[src/rtl/bsg_manycore_pkg.sv]
// Shared manycore types and helpers.
// Loader arbiter state encoding and width helpers.
package bsg_manycore_pkg;

  typedef enum logic [1:0] {
    IDLE  = 2'd0,
    SEND  = 2'd1,
    FENCE = 2'd2,
    DONE  = 2'd3
  } bsg_manycore_loader_arb_state_e;

  // Bits needed to hold values 0..n inclusive.
  function automatic int bsg_width(input int n);
    return $clog2(n + 1);
  endfunction

  // Index width that never collapses to zero bits.
  function automatic int bsg_safe_clog2(input int n);
    return (n > 1) ? $clog2(n) : 1;
  endfunction

endpackage

[src/rtl/bsg_arb_round_robin.sv]
// Round-robin winner select; pointer moves past each served requester.
// Grant locking is the caller's job.
module bsg_arb_round_robin
  import bsg_manycore_pkg::*;
#(
  parameter int width_p = 2
) (
  input  logic               clk_i,
  input  logic               reset_i,
  input  logic [width_p-1:0] reqs_i,
  output logic [width_p-1:0] grants_o,
  input  logic [width_p-1:0] yumi_i
);

  localparam int ptr_w_lp = bsg_safe_clog2(width_p);

  logic [ptr_w_lp-1:0] ptr_r;
  logic [ptr_w_lp-1:0] idx;
  logic                found;

  // First requester at or after the pointer wins.
  always_comb begin
    grants_o = '0;
    found    = 1'b0;
    idx      = '0;
    for (int i = 0; i < width_p; i++) begin
      idx = ptr_w_lp'((int'(ptr_r) + i) % width_p);
      if (!found && reqs_i[idx]) begin
        grants_o[idx] = 1'b1;
        found         = 1'b1;
      end
    end
  end

  // Highest priority goes to the one after the last served.
  always_ff @(posedge clk_i or posedge reset_i) begin
    if (reset_i) begin
      ptr_r <= '0;
    end else begin
      for (int j = 0; j < width_p; j++) begin
        if (yumi_i[j]) begin
          ptr_r <= (j == width_p - 1) ? '0 : ptr_w_lp'(j + 1);
        end
      end
    end
  end

endmodule

[src/rtl/bsg_nonsynth_manycore_loader_arbiter.sv]
// Shares one manycore injection port among several loader streams.
// Round-robin with grant lock, credit gating and fence draining.
module bsg_nonsynth_manycore_loader_arbiter
  import bsg_manycore_pkg::*;
#(
  parameter int num_req_p               = 2,
  // must be set by the instantiator to the network packet width
  parameter int packet_width_p          = 32,
  parameter int max_out_credits_p       = 200,
  parameter int credit_counter_width_lp = bsg_width(max_out_credits_p),
  parameter int credit_limit_p          = max_out_credits_p
) (
  input  logic                               clk_i,
  input  logic                               reset_i,
  input  logic [num_req_p-1:0]               v_i,
  input  logic [num_req_p*packet_width_p-1:0] packet_i,
  output logic [num_req_p-1:0]               yumi_o,
  input  logic [num_req_p-1:0]               fence_i,
  output logic [num_req_p-1:0]               fence_done_o,
  input  logic [num_req_p-1:0]               done_i,
  output logic [packet_width_p-1:0]          packet_o,
  output logic                               v_o,
  input  logic                               ready_i,
  input  logic [credit_counter_width_lp-1:0] out_credits_used_i,
  output logic                               done_o
);

  localparam int idx_w_lp = bsg_safe_clog2(num_req_p);
  localparam logic [credit_counter_width_lp-1:0] limit_lp =
    credit_counter_width_lp'(credit_limit_p);

  bsg_manycore_loader_arb_state_e state_r;

  logic [idx_w_lp-1:0]       grant_r;
  logic [idx_w_lp-1:0]       win_idx;
  logic [idx_w_lp-1:0]       sel;
  logic [num_req_p-1:0]      req;
  logic [num_req_p-1:0]      win;
  logic [packet_width_p-1:0] pkts [num_req_p];
  logic                      credit_ok;
  logic                      credit_zero;
  logic                      all_done;
  logic                      fence_win;
  logic                      send_ok;

  for (genvar k = 0; k < num_req_p; k++) begin : g_slice
    assign pkts[k] = packet_i[k*packet_width_p +: packet_width_p];
  end

  // A stream with both set asks for its fence first.
  assign req         = v_i | fence_i;
  assign all_done    = &done_i;
  assign credit_ok   = out_credits_used_i < limit_lp;
  assign credit_zero = out_credits_used_i == '0;
  assign fence_win   = |(win & fence_i);
  assign send_ok     = |(win & v_i & ~fence_i) && credit_ok;

  bsg_arb_round_robin #(
    .width_p (num_req_p)
  ) rr (
    .clk_i    (clk_i),
    .reset_i  (reset_i),
    .reqs_i   (req),
    .grants_o (win),
    .yumi_i   (yumi_o | fence_done_o)
  );

  // Convert the one-hot winner to an index.
  always_comb begin
    win_idx = '0;
    for (int k = 0; k < num_req_p; k++) begin
      if (win[k]) win_idx = idx_w_lp'(k);
    end
  end

  assign sel      = (state_r == SEND) ? grant_r : win_idx;
  assign packet_o = pkts[sel];
  assign done_o   = (state_r == DONE);

  // Handshake outputs; reset silences them without waiting for a clock.
  always_comb begin
    v_o          = 1'b0;
    yumi_o       = '0;
    fence_done_o = '0;
    if (!reset_i) begin
      unique case (state_r)
        IDLE: begin
          if (send_ok) begin
            v_o    = 1'b1;
            yumi_o = ready_i ? win : '0;
          end
        end
        SEND: begin
          v_o = 1'b1;
          if (ready_i) yumi_o[grant_r] = 1'b1;
        end
        FENCE: begin
          if (credit_zero) fence_done_o[grant_r] = 1'b1;
        end
        default: ;
      endcase
    end
  end

  // Arbiter state and locked grant.
  always_ff @(posedge clk_i or posedge reset_i) begin
    if (reset_i) begin
      state_r <= IDLE;
      grant_r <= '0;
    end else begin
      unique case (state_r)
        IDLE: begin
          if (all_done && req == '0) begin
            state_r <= DONE;
          end else if (fence_win) begin
            grant_r <= win_idx;
            state_r <= FENCE;
          end else if (send_ok && !ready_i) begin
            grant_r <= win_idx;
            state_r <= SEND;
          end
        end
        SEND:  if (ready_i) state_r <= IDLE;
        FENCE: if (credit_zero) state_r <= IDLE;
        DONE:  state_r <= DONE;
        default: state_r <= IDLE;
      endcase
    end
  end

`ifndef SYNTHESIS
  logic [packet_width_p-1:0] lock_r;
  logic                      info_r;

  // Remember the offered packet and flag stream protocol violations.
  always_ff @(posedge clk_i or posedge reset_i) begin
    if (reset_i) begin
      lock_r <= '0;
    end else begin
      if (state_r != SEND) lock_r <= pkts[sel];
      if (state_r == SEND && (!v_i[grant_r] || pkts[grant_r] !== lock_r))
        $error("loader_arb: locked stream %0d changed its packet", grant_r);
      if (state_r == FENCE && !fence_i[grant_r])
        $error("loader_arb: stream %0d dropped fence early", grant_r);
      if (state_r == DONE && |req)
        $error("loader_arb: request after done");
      if (!$onehot0(yumi_o) || !$onehot0(fence_done_o) ||
          (|yumi_o && |fence_done_o))
        $error("loader_arb: service pulses not one-hot");
    end
  end

  // Announce completion once.
  always_ff @(negedge clk_i or posedge reset_i) begin
    if (reset_i) begin
      info_r <= 1'b0;
    end else if (done_o && !info_r) begin
      info_r <= 1'b1;
      $display("[BSG_INFO][LOADER_ARB] all streams done, t=%0t", $time);
    end
  end
`endif

endmodule
[config.mk]
export PLATFORM = sky130hd
export DESIGN_NAME = bsg_nonsynth_manycore_loader_arbiter
export DESIGN_NICKNAME = d
export VERILOG_FILES = /design/src/rtl/bsg_manycore_pkg.sv /design/src/rtl/bsg_arb_round_robin.sv /design/src/rtl/bsg_nonsynth_manycore_loader_arbiter.sv
export SDC_FILE = /design/constraint.sdc
export NUM_CORES = 1
export LEC_CHECK = 0
export BUFFER_PORTS_ARGS = -buffer_cell sky130_fd_sc_hd__buf_2
export CAP_MARGIN = 20
export CORE_UTILIZATION = 28
export CTS_CLUSTER_SIZE = 10
export DETAILED_ROUTE_END_ITERATION = 10
export GPL_ROUTABILITY_DRIVEN = 0
export MAX_ROUTING_LAYER = met4
export PLACE_DENSITY = 0.78
export SKIP_LAST_GASP = 1
export SLEW_MARGIN = 20
export SYNTH_ARGS = -nofsm -noshare
export SYNTH_HDL_FRONTEND = slang
export SYNTH_SLANG_ARGS = --single-unit
[constraint.sdc]
create_clock -name clk_i -period 1.9 [get_ports clk_i]
set_input_delay 0.38 -clock clk_i [delete_from_list [all_inputs] [get_ports clk_i]]
set_output_delay 0.38 -clock clk_i [all_outputs]
set_load 0.03 [all_outputs]
==> qor.yml, run 1 <==
yosys:
  netlist_instances: 97
  yosys_warnings: 0
  synth_ff_type: "dfrtp_1"
  async_reset_ff_share_pct: 100
  synth_area_um2: 851
  synth_seq_area_share_pct: 11.8
  yosysUniqueCellTypes: 31
  syn_avg_cell_area_um2: 8.77
  yosys_register_bits: 4
  synth-edff-count: 0
  syn_nets: 178
critical_path:
  reg2reg_to: "rr.ptr_r"
  crit_type: "reg2out"
  arrival_ps: 1920
  crit_required_ps: 1520
  crit_family: "simple AND/OR/NAND/NOR gates"
  reg2regPathDepth: 6
  critPathBufInv: 1
  path_cells: "and3b_1 -> a211oi_2 -> nand2b_4 -> or4_4 -> a21oi_4 -> buf_6"
  slowest_delay_ps: 490
  reg2reg_slack_ps: 130
  start_kind: "register"
  end_kind: "output pin"
  cp_slowest_cell: "or4_4"
  reg2reg_from: "rr.ptr_r"
  crit_fanout: 7
grt:
  grt_pass1_wl_um: 5800
  global_route.overflow_total: 0
  grt_antenna_before_repair: 0
  grt_max_degree: 15
  grtUsageTotal_pct: 23.1
  grt_pass1_vias: 1365
routing:
  drc: 19
  vias_per_cell: 5.05
  ant_nets: 0
  drt_pass1_iterations: 7
  drt-initial-drc-count: 52
  routedWlPerCell_um: 15.9
  drt-total-wl_um: 4230
  vias: 1337
cells_and_area:
  final_nets: 317
  drive_above_1_share_pct: 82.1
  area_delta_synth_final_pct: 147
  layout.cells.non_filler: 265
  final_cell_area_mm2: 0.00210
  post-route-util_pct: 74.3
  diodes: 0
clock_tree:
  cts_buffer_depth: 2
  clk_pin_slew_worst_paths_ps: 40
  cts_root_buffer: "clkbuf_4"
  clock_latency_ps: 230
  numCtsBuffers: 3
  clock_sinks: 4
  cts_tree: "yes"
  htreeDepth: 1
  holdBufCountCts: 0
sta:
  maxSlewHeadroom_pct: 80.2
  fin_crit_sh_pct: 121
  worst_slack_ps: -398
  hold_ws_ps: 86.1
  report.final.slew_viol_count: 0
  fin_crit_ps: 2300
  setup_viol: 36
  clock_skew_ps: 3.17
  rsz0062_at_grt: "yes"
  worstMarginPinSlew_ps: 296
  hold_viol: 0
  timing.fmax_ghz: 0.435
placed_design:
  placed_area_mm2: 0.00165
  place_inst: 255
  dp_hpwl_um: 2930
  port_buffers: 118
floorplan:
  num_rows: 19
  dieArea_mm2: 0.00326
  fp.dieW_um: 57.1
  initial_utilization_pct: 30.1
  io_pins: 119
  core_mm2: 0.00283
  die_h_um: 57.1
power:
  peakVddDrop_mv: 0.587
  p_leak_nw: 1.13
  total_power_w: 0.00149
  powerDensity_mw_per_mm2: 708
outcome:
  status: "finished with violations"
  failed_checks: "DRC, setup timing"
flow_run:
  maxCapViolations: 0
min_path:
  holdCritPathClass: "in2async"
## worst register-to-register path: stages (launching register included)
cell and delay, ps:
dfrtp_2 450, and3b_1 230, a211oi_2 50, nand2b_4 150
buf_4 140, or4_1 510, o311a_1 120
## cells in the final DEF, fill, tap and decap left out, types with 2 or more instances in the layout
master     Yosys  routed
clkbuf_16      0       2
a21oi_2        0       2
mux2_4         0      32
clkbuf_4       0       3
buf_12         0       3
a21oi_1        5       2
nand4_1        2       2
nor2_1        11       8
o21ai_0        2       2
buf_6          0      29
dfrtp_1        4       3
nor2b_1        2       2
buf_4          3      15
buf_2          0      89
inv_1          4       4
nand2b_1       4       3
o22ai_1        3       2
nand2b_4       1       2
nand2_1        2       2
nor2_2         0       2
## metrics by stage
stage | setup TNS (ps) | setup WS, ps
2_1_floorplan | -1290 | -72.0
3_3_place_gp | -8310 | -291
3_5_place_dp | -8870 | -307
4_1_cts | -12030 | -377
5_1_grt | -13430 | -442
6_report | -11070 | -398
## synthesized netlist by cell type (2+ instances only)
cell type	n	share of area (%)
nor2b_1	2	1.5
nand4_1	2	1.5
inv_1	4	1.8
o21ai_0	2	1.2
nor2_1	11	4.9
a21oi_1	5	2.9
buf_4	3	2.6
o22ai_1	3	2.2
a21boi_0	2	1.8
dfrtp_1	4	12
mux2_2	32	42
nand2b_1	4	2.9
clkbuf_1	2	0.88
or4_1	2	1.8
nor4_1	2	1.5
nand2_1	2	0.88
## layer usage
metal	up-vias	wire length [µm]	global-route usage [%]
li1	640	-	-
met1	613	1510	23.2
met2	74	2250	45.9
met3	10	337	5.44
met4	0	124	2.44
met5	-	0	-
## kinds of logic (layout without fill, tap and decap cells)
| family | Yosys count | in the layout | synth area share (%) |
|---|---|---|---|
| multiplexers | 33 | 33 | 43.7 |
| AND/OR/NAND/NOR | 32 | 32 | 21.0 |
| AO/OA/AOI/OAI | 19 | 19 | 18.2 |
| buffers and inverters | 9 | 146 | 5.29 |
| flip-flops | 4 | 4 | 11.8 |
## flip-flops by register name, summed over array words and instances (netlist names)
signal	cells
rr.ptr_r	1
state_r	2
grant_r	1
## report_power, final
| part | switching [W] | internal (W) | leakage (nW) |
|---|---|---|---|
| Combinational | 0.000597 | 0.000643 | 1.07 |
| Clock | 0.0000343 | 0.0000706 | 0.0138 |
| Sequential | 0.0000359 | 0.000109 | 0.0449 |
## timing repair
action,4_1_cts,5_1_grt
cloned,1,2
buffers inserted,4,1
gates resized for setup,59,36
pin swaps,5,6
setup endpoints to repair,37,37
## final cells by class
type / count / area [µm²]
Timing Repair Buffer: 139 / 1010
Multi-Input combinational cell: 84 / 915
Fill cell: 212 / 727
Sequential cell: 4 / 101
Tap cell: 31 / 38.8
Clock buffer: 3 / 22.5
Inverter: 4 / 15.0
## worst max-delay path by stage
stage | startpoint | to | slack [ps] | cells past startpoint
floorplan | fence_i[1] | yumi_o[0] | -70 | 5
global placement | fence_i[1] | yumi_o[0] | -290 | 7
detailed placement | fence_i[0] | packet_o[24] | -310 | 8
CTS | rr.ptr_r | packet_o[8] | -380 | 7
global route | rr.ptr_r | packet_o[20] | -440 | 7
finish | rr.ptr_r | yumi_o[0] | -400 | 6
Note: power is estimated with default switching activity, not from simulation.
==> run 2, diff against run 1 <==
--- a/config.mk
+++ b/config.mk
@@ -7,12 +7,12 @@
 export LEC_CHECK = 0
 export BUFFER_PORTS_ARGS = -buffer_cell sky130_fd_sc_hd__buf_2
 export CAP_MARGIN = 20
-export CORE_UTILIZATION = 28
+export CORE_UTILIZATION = 31
 export CTS_CLUSTER_SIZE = 10
 export DETAILED_ROUTE_END_ITERATION = 10
 export GPL_ROUTABILITY_DRIVEN = 0
 export MAX_ROUTING_LAYER = met4
-export PLACE_DENSITY = 0.78
+export PLACE_DENSITY = 0.82
 export SKIP_LAST_GASP = 1
 export SLEW_MARGIN = 20
 export SYNTH_ARGS = -nofsm -noshare
==> constraint.sdc (replaced) <==
create_clock -name clk_i -period 2.5 [get_ports clk_i]
set_input_delay 0.5 -clock clk_i [delete_from_list [all_inputs] [get_ports clk_i]]
set_output_delay 0.5 -clock clk_i [all_outputs]
set_load 0.03 [all_outputs]
==> qor.yml, run 2 (synthesis gave the netlist of run 1 again) <==
critical_path:
  reg2reg_slack_ps: 890  # was 130 ps
  crit_fanout: 32  # was 7
  end_kind: "output pin"  # unchanged
  arrival_ps: 1960  # was 1920 ps
  crit_type: "reg2out"  # unchanged
  reg2reg_from: "rr.ptr_r"  # unchanged
  reg2reg_to: "grant_r"  # was rr.ptr_r
  crit_required_ps: 2000  # was 1520 ps
  start_kind: "register"  # unchanged
  reg2regPathDepth: 6  # unchanged
floorplan:
  num_rows: 18  # was 19
  die_h_um: 54.4  # was 57.1 µm
  core_mm2: 0.00254  # was 0.00283 mm²
  initial_utilization_pct: 33.4  # was 30.1%
  io_pins: 119  # unchanged
  dieArea_mm2: 0.00296  # was 0.00326 mm²
  fp.dieW_um: 54.4  # was 57.1 µm
power:
  powerDensity_mw_per_mm2: 529  # was 708 mW/mm²
  total_power_w: 0.000807  # was 0.00149 W
  peakVddDrop_mv: 0.312  # was 0.587 mV
  p_leak_nw: 0.806  # was 1.13 nW
clock_tree:
  clk_pin_slew_worst_paths_ps: 40  # about the same
  numCtsBuffers: 3  # unchanged
  holdBufCountCts: 0  # unchanged
  clock_latency_ps: 240  # was 230 ps
  cts_buffer_depth: 2  # unchanged
  cts_root_buffer: "clkbuf_4"  # unchanged
  htreeDepth: 1  # unchanged
  postCtsSetupRepairBufs: 0  # was 4
  clock_sinks: 4  # unchanged
  cts_tree: "yes"  # unchanged
  cts-resized-gates: 2  # was 59
placed_design:
  dp_slack_ps: 31.1  # was -307 ps
  dp_hpwl_um: 3000  # was 2930 µm
  port_buffers: 118  # unchanged
cells_and_area:
  fill_cells: 244  # was 212
  area_delta_synth_final_pct: 79.4  # was 147%
  regMostFlops: "state_r"  # unchanged
  final_nets: 300  # was 317
  final_cell_mix: "buf_2 (117), mux2_2 (32), nor2_1 (11)"  # was buf_2 (89), mux2_4 (32), buf_6 (29)
  post-route-util_pct: 60.0  # was 74.3%
  reg_top3: "state_r: 2 flops, grant_r: 1 flops, rr.ptr_r: 1 flops"  # unchanged
  final_common_cell: "buf_2"  # unchanged
  drive_above_1_share_pct: 75.1  # was 82.1%
  diodes: 0  # unchanged
  largest_register_ffs: 2  # unchanged
sta:
  hold_ws_ps: 162  # was 86.1 ps
  report.final.slew_viol_count: 0  # unchanged
  fin_crit_ps: 2460
  worst_slack_ps: 39.2  # was -398 ps
  clock_skew_ps: 4.71  # was 3.17 ps
  fin_crit_sh_pct: 98.4
  maxSlewHeadroom_pct: 77.8  # was 80.2%
  setup_viol: 0  # was 36
  worstMarginPinSlew_ps: 331  # was 296 ps
  tns_ps: 0  # was -11070 ps
  timing.fmax_ghz: 0.406
  hold_viol: 0  # unchanged
  rsz0062_at_grt: "yes"  # unchanged
routing:
  vias: 1201  # was 1337
  routedWlPerCell_um: 13.8  # was 15.9 µm
  drc: 0  # was 19
  drt_pass1_iterations: 4  # was 7
  vias_per_cell: 4.86  # was 5.05
  drt-total-wl_um: 3400  # was 4230 µm
  drt-initial-drc-count: 21  # was 52
  ant_nets: 0  # unchanged
grt:
  grt_pass1_wl_um: 4440  # was 5800 µm
  grtUsageTotal_pct: 22.1  # was 23.1%
  grt_antenna_before_repair: 0  # unchanged
  grt_max_degree: 33  # was 15
  global_route.overflow_total: 0  # unchanged
  grt_pass1_vias: 982  # was 1365
min_path:
  holdCritPathClass: "in2async"  # unchanged
outcome:
  status: "finished, final reports clean"  # was finished with violations
flow_run:
  maxCapViolations: 0  # unchanged
## run 2: layer usage
| layer | global-route usage (%) | wire (µm) |
|---|---|---|
| met1 | 21.8 | 1240 |
| met2 | 40.9 | 1780 |
| met3 | 4.44 | 348 |
| met4 | 10.3 | 27 |
| met5 | - | 0 |
## run 2: power by group
part | switching [W] | internal (W)
Sequential | 0.0000346 | 0.0000824
Clock | 0.0000304 | 0.0000540
Combinational | 0.000345 | 0.000260
Total | 0.000410 | 0.000397
## run 2: area by class of cell
cell class	instances	area [µm²]	share of cell area, %
Multi-Input combinational cell	84	714	46.8
Clock buffer	3	22.5	1.48
Timing Repair Buffer	122	636	41.6
Sequential cell	4	101	6.64
Tap cell	30	37.5	2.46
Inverter	4	15.0	0.984
## run 2: worst max-delay path, stage by stage (launching register included)
cell	delay, ps
dfrtp_2	430
o22ai_1	220
a21oi_1	110
a31oi_4	180
buf_12	220
mux2_2	370
buf_2	190
## run 2: worst max-delay path by stage
stage / from / end / slack (ps) / depth (start not counted)
floorplan: v_i[0] / yumi_o[0] / 30 / 5
global placement: fence_i[1] / yumi_o[0] / 40 / 7
detailed placement: fence_i[1] / yumi_o[0] / 30 / 7
CTS: rr.ptr_r / packet_o[30] / 10 / 6
global route: rr.ptr_r / packet_o[30] / -30 / 6
finish: rr.ptr_r / packet_o[30] / 40 / 6
## run 2: metrics by stage
step | area [µm²] | cells
6_report | 1530 | 247
2_1_floorplan | 851 | 97
3_3_place_gp | 1500 | 244
3_5_place_dp | 1500 | 244
5_1_grt | 1530 | 247
4_1_cts | 1530 | 247
==> run 3, diff against run 2 <==
--- a/config.mk
+++ b/config.mk
@@ -13,6 +13,7 @@
 export GPL_ROUTABILITY_DRIVEN = 0
 export MAX_ROUTING_LAYER = met4
 export PLACE_DENSITY = 0.82
+export RECOVER_POWER = 100
 export SKIP_LAST_GASP = 1
 export SLEW_MARGIN = 20
 export SYNTH_ARGS = -nofsm -noshare
==> qor.yml, run 3 (synthesis gave the netlist of run 1 again) <==
routing:
  vias: 1204  # was 1201
  drt_pass1_iterations: 4  # unchanged
  vias_per_cell: 4.87  # was 4.86
  routedWlPerCell_um: 13.8  # about the same
  drc: 0  # unchanged
  ant_nets: 0  # unchanged
  drt-total-wl_um: 3420  # was 3400 µm
  drt-initial-drc-count: 17  # was 21
clock_tree:
  numCtsBuffers: 3  # unchanged
  clk_pin_slew_worst_paths_ps: 40  # about the same
  cts_buffer_depth: 2  # unchanged
  clock_latency_ps: 240  # about the same
  htreeDepth: 1  # unchanged
  holdBufCountCts: 0  # unchanged
  clock_sinks: 4  # unchanged
  cts_root_buffer: "clkbuf_4"  # unchanged
  cts_tree: "yes"  # unchanged
sta:
  hold_viol: 0  # unchanged
  setup_viol: 0  # unchanged
  timing.fmax_ghz: 0.406  # about the same
  fin_crit_sh_pct: 98.5  # was 98.4%
  hold_ws_ps: 154  # was 162 ps
  fin_crit_ps: 2460  # about the same
  tns_ps: 0  # unchanged
  report.final.slew_viol_count: 0  # unchanged
  clock_skew_ps: 5.06  # was 4.71 ps
  maxSlewHeadroom_pct: 74.3  # was 77.8%
  rsz0062_at_grt: "yes"  # unchanged
  worstMarginPinSlew_ps: 388  # was 331 ps
cells_and_area:
  post-route-util_pct: 59.7  # was 60.0%
  diodes: 0  # unchanged
  largest_register_ffs: 2  # unchanged
  multi_input_area_um2: 714  # unchanged
  reg_top3: "state_r: 2 flops, grant_r: 1 flops, rr.ptr_r: 1 flops"  # unchanged
  final_common_cell: "buf_2"  # unchanged
  final_nets: 300  # unchanged
  final_cell_mix: "buf_2 (109), mux2_2 (32), nor2_1 (11)"  # was buf_2 (117), mux2_2 (32), nor2_1 (11)
  area_delta_synth_final_pct: 78.5  # was 79.4%
  drive_above_1_share_pct: 73.3  # was 75.1%
  regMostFlops: "state_r"  # unchanged
  regArea_um2: 101  # unchanged
  fill_cells: 249  # was 244
  layout.cells.non_filler: 247  # unchanged
grt:
  grt_max_degree: 33  # unchanged
  grt_pass1_wl_um: 4440  # unchanged
  grtUsageTotal_pct: 22.1  # unchanged
  grt_pass1_vias: 982  # unchanged
  global_route.overflow_total: 0  # unchanged
  grt_antenna_before_repair: 0  # unchanged
critical_path:
  start_kind: "register"  # unchanged
  crit_fanout: 32  # unchanged
  slowest_delay_ps: 430  # about the same
  end_kind: "output pin"  # unchanged
  crit_required_ps: 2000  # about the same
  crit_type: "reg2out"  # unchanged
  path_cells: "o22ai_1 -> a21oi_1 -> a31oi_4 -> buf_12 -> mux2_2 -> buf_2"  # unchanged
  cp_slowest_cell: "dfrtp_2"  # unchanged
  arrival_ps: 1960  # about the same
  reg2reg_slack_ps: 900  # was 890 ps
floorplan:
  initial_utilization_pct: 33.4  # unchanged
  die_h_um: 54.4  # unchanged
  dieArea_mm2: 0.00296  # unchanged
  num_rows: 18  # unchanged
  fp.dieW_um: 54.4  # unchanged
  io_pins: 119  # unchanged
  core_mm2: 0.00254  # unchanged
power:
  peakVddDrop_mv: 0.312  # about the same
  powerDensity_mw_per_mm2: 530  # was 529 mW/mm²
  p_leak_nw: 0.790  # was 0.806 nW
  total_power_w: 0.000806  # was 0.000807 W
min_path:
  holdCritPathClass: "in2async"  # unchanged
placed_design:
  place_inst: 244  # unchanged
  port_buffers: 118  # unchanged
  dp_hpwl_um: 3000  # unchanged
flow_run:
  maxCapViolations: 0  # unchanged
outcome:
  status: "finished, final reports clean"  # unchanged
## run 3: cell types whose count changed in the layout (fill, tap and decap cells not counted)
cell	before	now
clkbuf_2	0	5
buf_2	117	109
buf_4	4	3
clkbuf_1	0	4
## run 3: timing repair
action,CTS,global route
resized for setup,2,2
buffers inserted,0,0
endpoints found under the setup margin,1,31
## run 3: stage by stage
| step | cell area (µm²) | setup slack (ps) |
|---|---|---|
| after CTS | 1530 | 14.3 |
| after detailed placement | 1500 | 31.1 |
| after global placement | 1500 | 39.2 |
| after floorplan | 851 | 27.8 |
| final | 1520 | 37.0 |
| after global routing | 1520 | -26.7 |
## run 3: final timing paths
path | endpoint | startpoint | depth (start not counted)
max in group asynchronous | rr.ptr_r | reset_i | 2
max reg2reg | grant_r | rr.ptr_r | 6
min | state_r[0] | reset_i | 2
min in group clk_i | state_r[0] | ready_i | 3
max | packet_o[30] | rr.ptr_r | 6
min reg2reg | state_r[0] | state_r[1] | 1
## run 3: metal layers
| metal | global-route usage, % | vias to the layer above | share of wire (%) | wire length [µm] |
|---|---|---|---|---|
| li1 | - | 605 | - | - |
| met1 | 21.8 | 546 | 37 | 1250 |
| met2 | 40.9 | 51 | 52 | 1790 |
| met3 | 4.44 | 2 | 10 | 353 |
| met4 | 10.3 | 0 | 0.79 | 27 |
| met5 | - | - | 0 | 0 |
## run 3: critical path: cells and delay by family (launching register included)
kind	cells	cell delay, ps
AOI/OAI and AO/OA	3	510
buffers and inverters	2	410
DFF	1	430
muxes	1	380
## run 3: report_power, final
group          internal (W)  switching [W]  leakage [nW]  total [W]
Clock             0.0000540      0.0000304        0.0138  0.0000843
Combinational      0.000258       0.000347         0.731   0.000605
Sequential        0.0000824      0.0000343        0.0449   0.000117
Total              0.000394       0.000411         0.790   0.000806
## run 3: cell type report
class	instances	share of cell area [%]
multi-input combinational	84	47.0
timing repair buffer	122	41.4
sequential	4	6.67
tap	30	2.47
clock buffer	3	1.48
inverter	4	0.988
